`src/rtl/monitor_readout_if.sv`:
```
// Readout request and bin-data stream bundle between host and monitor_readout_ctrl.
// Handshake: a word moves on any cycle with dout_valid && dout_ready; while dout_ready=0, dout/dout_valid/dout_last hold.
interface monitor_readout_if #(
  parameter int CNT_W = 16
);
  logic             rd_req;
  logic [1:0]       rd_bank;
  logic [CNT_W-1:0] dout;
  logic             dout_valid;
  logic             dout_last;
  logic             dout_ready;

  modport master (
    output rd_req, rd_bank, dout_ready,
    input  dout, dout_valid, dout_last
  );

  modport slave (
    input  rd_req, rd_bank, dout_ready,
    output dout, dout_valid, dout_last
  );
endinterface

```
`src/rtl/monitor_readout_ctrl.sv`:
```
// Snapshots four live histogram banks and streams one selected bank bin by bin.
// Optional macro MON_READOUT_CLEAR_EN: the DONE cycle zeroes the bank just streamed.
module monitor_readout_ctrl #(
  parameter int NUM_BINS = 16,
  parameter int CNT_W    = 16
) (
  input  logic                      clk,
  input  logic                      reset,
  input  logic                      end_program,
  input  logic                      run_program,
  input  logic                      active_program,
  input  logic [NUM_BINS*CNT_W-1:0] addr_mon_flat,
  input  logic [NUM_BINS*CNT_W-1:0] addr_fifo_mon_flat,
  input  logic [NUM_BINS*CNT_W-1:0] vctr_mon_flat,
  input  logic [NUM_BINS*CNT_W-1:0] vctr_fifo_mon_flat,
  input  logic                      snap_req,
  monitor_readout_if.slave          rd,
  output logic                      busy,
  output logic                      snap_valid,
  output logic [1:0]                state_dbg
);
  localparam int IDX_W = $clog2(NUM_BINS);
  localparam logic [IDX_W-1:0] LAST_IDX = IDX_W'(NUM_BINS - 1);

  typedef enum logic [1:0] {IDLE = 2'd0, SNAP = 2'd1, SEND = 2'd2, DONE = 2'd3} state_t;

  state_t           state_q, state_d;
  logic             pending_q, pending_d;
  logic [IDX_W-1:0] idx_q, idx_d;
  logic [1:0]       bank_q, bank_d;
  logic             snap_valid_q, snap_valid_d;
  logic [CNT_W-1:0] snap_q [4][NUM_BINS];
  logic [CNT_W-1:0] snap_d [4][NUM_BINS];
  logic [NUM_BINS*CNT_W-1:0] live [4];

  assign live[0] = addr_mon_flat;
  assign live[1] = addr_fifo_mon_flat;
  assign live[2] = vctr_mon_flat;
  assign live[3] = vctr_fifo_mon_flat;

  always_ff @(posedge clk) begin
    if (!reset) begin
      state_q      <= IDLE;
      pending_q    <= 1'b0;
      idx_q        <= '0;
      bank_q       <= '0;
      snap_valid_q <= 1'b0;
      snap_q       <= '{default: '0};
    end else begin
      state_q      <= state_d;
      pending_q    <= pending_d;
      idx_q        <= idx_d;
      bank_q       <= bank_d;
      snap_valid_q <= snap_valid_d;
      snap_q       <= snap_d;
    end
  end

  always_comb begin
    state_d      = state_q;
    pending_d    = pending_q | end_program | snap_req;
    idx_d        = idx_q;
    bank_d       = bank_q;
    snap_valid_d = snap_valid_q;
    snap_d       = snap_q;
    // Program start invalidates the snapshot; a SNAP this cycle overrides below.
    if (run_program && !active_program) snap_valid_d = 1'b0;
    case (state_q)
      IDLE: begin
        if (pending_d) begin
          state_d = SNAP;
        end else if (rd.rd_req) begin
          bank_d  = rd.rd_bank;
          idx_d   = '0;
          state_d = SEND;
        end
      end
      SNAP: begin
        for (int b = 0; b < 4; b++) begin
          for (int k = 0; k < NUM_BINS; k++) begin
            snap_d[b][k] = live[b][k*CNT_W +: CNT_W];
          end
        end
        snap_valid_d = 1'b1;
        pending_d    = end_program | snap_req;
        state_d      = IDLE;
      end
      SEND: begin
        if (rd.dout_ready) begin
          if (idx_q == LAST_IDX) state_d = DONE;
          else                   idx_d   = idx_q + 1'b1;
        end
      end
      DONE: begin
`ifdef MON_READOUT_CLEAR_EN
        for (int k = 0; k < NUM_BINS; k++) begin
          snap_d[bank_q][k] = '0;
        end
`endif
        state_d = IDLE;
      end
      default: state_d = IDLE;
    endcase
  end

  always_comb begin
    rd.dout       = '0;
    rd.dout_valid = 1'b0;
    rd.dout_last  = 1'b0;
    if (state_q == SEND) begin
      rd.dout       = snap_q[bank_q][idx_q];
      rd.dout_valid = 1'b1;
      rd.dout_last  = (idx_q == LAST_IDX);
    end
  end

  assign busy       = (state_q != IDLE);
  assign snap_valid = snap_valid_q;
  assign state_dbg  = state_q;
endmodule

```
`src/flat_wrapper.sv`:
```
// flat-port wrapper written by rule: the top's interface ports become plain ports
module monitor_readout_ctrl_flat 
#(
  parameter int NUM_BINS = 16,
  parameter int CNT_W    = 16
)
  (clk, reset, end_program, run_program, active_program, addr_mon_flat, addr_fifo_mon_flat, vctr_mon_flat, vctr_fifo_mon_flat, snap_req, busy, snap_valid, state_dbg, rd_rd_req, rd_rd_bank, rd_dout_ready, rd_dout, rd_dout_valid, rd_dout_last);
  monitor_readout_if #(.CNT_W(CNT_W)) rd_i ();
  input  logic clk;
  input  logic reset;
  input  logic end_program;
  input  logic run_program;
  input  logic active_program;
  input  logic [NUM_BINS*CNT_W-1:0] addr_mon_flat;
  input  logic [NUM_BINS*CNT_W-1:0] addr_fifo_mon_flat;
  input  logic [NUM_BINS*CNT_W-1:0] vctr_mon_flat;
  input  logic [NUM_BINS*CNT_W-1:0] vctr_fifo_mon_flat;
  input  logic snap_req;
  output logic busy;
  output logic snap_valid;
  output logic [1:0] state_dbg;
  input wire logic [$bits(rd_i.rd_req)-1:0] rd_rd_req;
  input wire logic [$bits(rd_i.rd_bank)-1:0] rd_rd_bank;
  input wire logic [$bits(rd_i.dout_ready)-1:0] rd_dout_ready;
  output wire logic [$bits(rd_i.dout)-1:0] rd_dout;
  output wire logic [$bits(rd_i.dout_valid)-1:0] rd_dout_valid;
  output wire logic [$bits(rd_i.dout_last)-1:0] rd_dout_last;
  assign rd_i.rd_req = rd_rd_req;
  assign rd_i.rd_bank = rd_rd_bank;
  assign rd_i.dout_ready = rd_dout_ready;
  assign rd_dout = rd_i.dout;
  assign rd_dout_valid = rd_i.dout_valid;
  assign rd_dout_last = rd_i.dout_last;
  monitor_readout_ctrl #(.NUM_BINS(NUM_BINS), .CNT_W(CNT_W)) u_core (.clk(clk), .reset(reset), .end_program(end_program), .run_program(run_program), .active_program(active_program), .addr_mon_flat(addr_mon_flat), .addr_fifo_mon_flat(addr_fifo_mon_flat), .vctr_mon_flat(vctr_mon_flat), .vctr_fifo_mon_flat(vctr_fifo_mon_flat), .snap_req(snap_req), .rd(rd_i), .busy(busy), .snap_valid(snap_valid), .state_dbg(state_dbg));
endmodule
```
`config.mk`:
```
export PLATFORM = sky130hd
export DESIGN_NAME = monitor_readout_ctrl_flat
export DESIGN_NICKNAME = d
export VERILOG_FILES = /design/src/rtl/monitor_readout_if.sv /design/src/rtl/monitor_readout_ctrl.sv /design/src/flat_wrapper.sv
export SDC_FILE = /design/constraint.sdc
export NUM_CORES = 2
export LEC_CHECK = 0
export CORE_AREA = 2 2 408 410
export DETAILED_ROUTE_END_ITERATION = 6
export DIE_AREA = 0 0 410 412
export PLACE_DENSITY = 0.5
export SETUP_SLACK_MARGIN = 0.3
export SLEW_MARGIN = 5
export SYNTH_ARGS = -nofsm -noshare
export SYNTH_HDL_FRONTEND = slang
export SYNTH_SLANG_ARGS = --single-unit
export TNS_END_PERCENT = 1
```
`constraint.sdc`:
```
create_clock -name clk -period 4.2 [get_ports clk]
set_clock_uncertainty 0.1 [all_clocks]
set_input_delay 0.84 -clock clk [delete_from_list [all_inputs] [get_ports clk]]
set_output_delay 0.84 -clock clk [all_outputs]
set_load 0.03 [all_outputs]
```
==> flow_metrics.py <==
metrics = {
    "setup_path": {
        "worstSetupStartpointType": "flop",
        "r2r_cells": 7,
        "timing.critical_path.from": "u_core.bank_q[0]",
        "worstSetupEndpoint": "rd_dout[6]",
        "cp_data_arrival_time_ns": 3.36,
        "timing.rr.start": "u_core.idx_q[0]",
        "path_max_fanout": 14,
        "crit_path_end_kind": "primary output",
        "crit-reg2reg-capture": "u_core.idx_q[1]",
        "required_ns": 3.26,
        "reg2reg_slack_ns": 1.74,
        "critical_path_class": "flop to primary output",
    },
    "min_path": {
        "min_path_type": "flop to flop",
        "holdPathStages": 2,
    },
    "sta": {
        "fin_crit_sh": 1.02,
        "rsz0062_at_grt": "yes",
        "relSlewSlack": 0.360,
        "hold_slack_ns": 0.351,
        "finalSetupViolCount": 7,
        "finalCriticalPeriod_ns": 4.30,
        "finalMaxSlewViolations": 0,
        "hold_violations": 0,
        "worst_slack_ns": -0.0987,
        "timing.fmax_ghz": 0.233,
        "tightest_slew_ns": 0.960,
    },
    "floorplan": {
        "initial_core_util": 0.264,
        "ios": 1056,
        "dieArea_um2": 169000,
        "die_w_um": 410,
        "row_count": 149,
        "coreArea_um2": 164000,
        "die_h_um": 412,
    },
    "cells_and_area": {
        "fin_util": 0.376,
        "fin_area_um2": 61800,
        "area_growth_pct": 42.4,
        "nNetsFinal": 7202,
        "drive_gt1_frac": 0.106,
    },
    "global_route": {
        "grt.total_usage": 0.250,
        "grt_max_degree": 114,
        "grt_pass1_wl_mm": 305,
        "antenna_found_initial": 97,
        "grt_pass1_vias": 41500,
        "grt_overflow_total": 0,
    },
    "route": {
        "drt-total-wl_mm": 221,
        "dr.first_iter.drc_count": 3847,
        "drt_pre_antenna_iters": 5,
        "wl_per_cell_um": 26.0,
        "drc": 0,
        "vias_per_cell": 4.98,
        "vias": 42300,
        "ant_nets": 0,
    },
    "clock_network": {
        "clock-sinks": 1034,
        "worstSkewPairLatency_ns": 0.74,
        "cts_max_level": 3,
        "clock_path_buffers": 3,
        "cts_buffers": 117,
        "cts_tree": "yes",
        "root_buffer": "clkbuf_16",
        "clk_pin_slew_ns": 0.06,
    },
    "pwr": {
        "peakVddDrop_uv": 384,
        "p_leak_nw": 21.4,
        "powerDensity_nw_per_um2": 413,
        "p_total_w": 0.0255,
    },
    "synth": {
        "synth-seq-area-share": 0.477,
        "async_reset_ff_frac": 0,
        "avgSynthCellArea_um2": 8.25,
        "synth_top_area_share": 0.477,
        "yosysMostFrequentCell": "nand2_1",
        "synth_top_flop_cell": "dfxtp_1",
        "synth_cells": 5261,
        "synth_edf_count": 0,
        "synthTopCellsByCount": "nand2_1 (2054), a21oi_1 (1081), dfxtp_1 (1034)",
        "synth.net_count": 6296,
        "synth.cell_area_um2": 43400,
        "synth-seq-cells": 1034,
        "ys_types": 45,
        "synth_area_leaders": "dfxtp_1 (48%), nand2_1 (18%), a21oi_1 (12%)",
        "yosys_warnings": 0,
        "yosys.area.top_type": "dfxtp_1",
    },
    "place": {
        "dpl.hpwl_mm": 170,
        "gp_congestion": 0.878,
        "dpl-instance-area_um2": 56700,
        "pre_cts_slack_ns": -0.267,
        "portBuffers": 1055,
    },
    "run_status": {
        "run_status": "complete, but fails checks",
        "violations": "negative setup slack",
    },
    "flow_run": {
        "cap_violations": 0,
    },
}
[through the flow]
stage / setup TNS [ns] / std cells
floorplan: 0 / 5261
CTS: -2.13 / 8452
detailed placement: -0.491 / 8212
finish: -0.216 / 8493
global placement: -0.478 / 8212
global route: -1.86 / 8485
[layer usage]
metal / track usage / vias to the layer above / wire length (um)
met2: 0.414 / 1592 / 104000
met3: 0.0613 / 375 / 16100
met1: 0.316 / 20600 / 92300
li1: - / 19700 / -
met4: 0.0904 / 64 / 7810
met5: 0 / - / 402
[cells in the final DEF (no fill, tap or decap), types with 4 or more instances in the layout]
cell             netlist  routed
buf_8                  0       4
a211oi_2               0       8
mux2i_2                0      10
mux2i_1              224     212
o21ai_0               60      33
a21oi_4                0       7
clkdlybuf4s50_1        0    1038
a21oi_2                0      26
a221oi_1              32      31
buf_16                 0       4
buf_6                 13      13
diode_2                0      37
clkinvlp_4             0       6
clkbuf_16              0     119
clkbuf_1             316      16
dfxtp_1             1034    1029
o21ai_1                1      22
inv_8                  0       4
a211oi_1              30      15
o22ai_1               32      30
buf_4                 17     119
o221ai_1              28      28
o21ai_2                0       6
a21oi_1             1081    1048
a211oi_4               0       7
clkbuf_8               0      29
nor2_1                14      11
clkinv_2               0      29
dfxtp_4                0       5
bufinv_16              0       9
mux4_2               161     161
buf_12                 0      59
nand2_1             2054    2054
a22o_1                12       9
[cell type report]
class	instances	area (um^2)
inverters	4	30.0
clock inverters	55	614
flip-flops and latches	1034	20700
repair buffers	1240	12900
fillers	17000	102000
multi-input cells	3770	21300
diodes	37	92.6
clock buffers	164	3440
well taps	2189	2740
[timing repair]
| item | CTS | global route |
|---|---|---|
| endpoints found under the setup margin | 17 | 16 |
| setup buffers | 18 | 4 |
| hold buffers | 0 | 0 |
| pin swaps | 12 | 6 |
| cloned | 3 | 0 |
| gates resized for setup | 141 | 32 |
[kinds of logic (layout without fill, tap and decap cells)]
kind of cell / count (synthesis) / count (layout) / synth area share
muxes: 386 / 386 / 0.135
adders and majority gates: 1 / 1 / 0.000288
AOI/OAI and AO/OA: 1294 / 1294 / 0.160
buffers and inverters: 457 / 1463 / 0.0456
other: 0 / 37 / 0
xor gates and xnor gates: 3 / 3 / 0.000605
DFF: 1034 / 1034 / 0.477
and+or+nand+nor: 2086 / 2086 / 0.181
[worst max-delay path, stage by stage (launching register included)]
cell and delay, ns:
dfxtp_4 0.43, bufbuf_16 0.31, buf_6 0.23, mux2i_2 0.30, o221ai_1 0.16, a21oi_2 0.33
a21oi_2 0.23, buf_4 0.24, a22o_1 0.23, buf_12 0.16
[flip-flops by register name, indices dropped and copies added (netlist names)]
| signal | count |
|---|---|
| u_core.snap_valid | 1 |
| u_core.pending_q | 1 |
| u_core.bank_q | 2 |
| u_core.idx_q | 4 |
| u_core.snap_q | 1024 |
| u_core.state_dbg | 2 |
[power by group]
group          switching [W]  total (W)  internal (W)
sequential          0.000467     0.0110        0.0105
combinational        0.00204    0.00382       0.00178
clock                0.00448     0.0107       0.00627
[worst min-delay path by stage]
stage,from,endpoint,slack [ns]
after floorplan,u_core.snap_q[119],u_core.snap_q[119],0.33
after global placement,u_core.snap_q[575],u_core.snap_q[575],0.34
after detailed placement,u_core.snap_q[163],u_core.snap_q[163],0.34
after CTS,u_core.snap_q[763],u_core.snap_q[763],0.35
after global routing,u_core.snap_q[263],u_core.snap_q[263],0.37
final,u_core.snap_q[763],u_core.snap_q[763],0.35
Power figures use the tool's default switching activity.
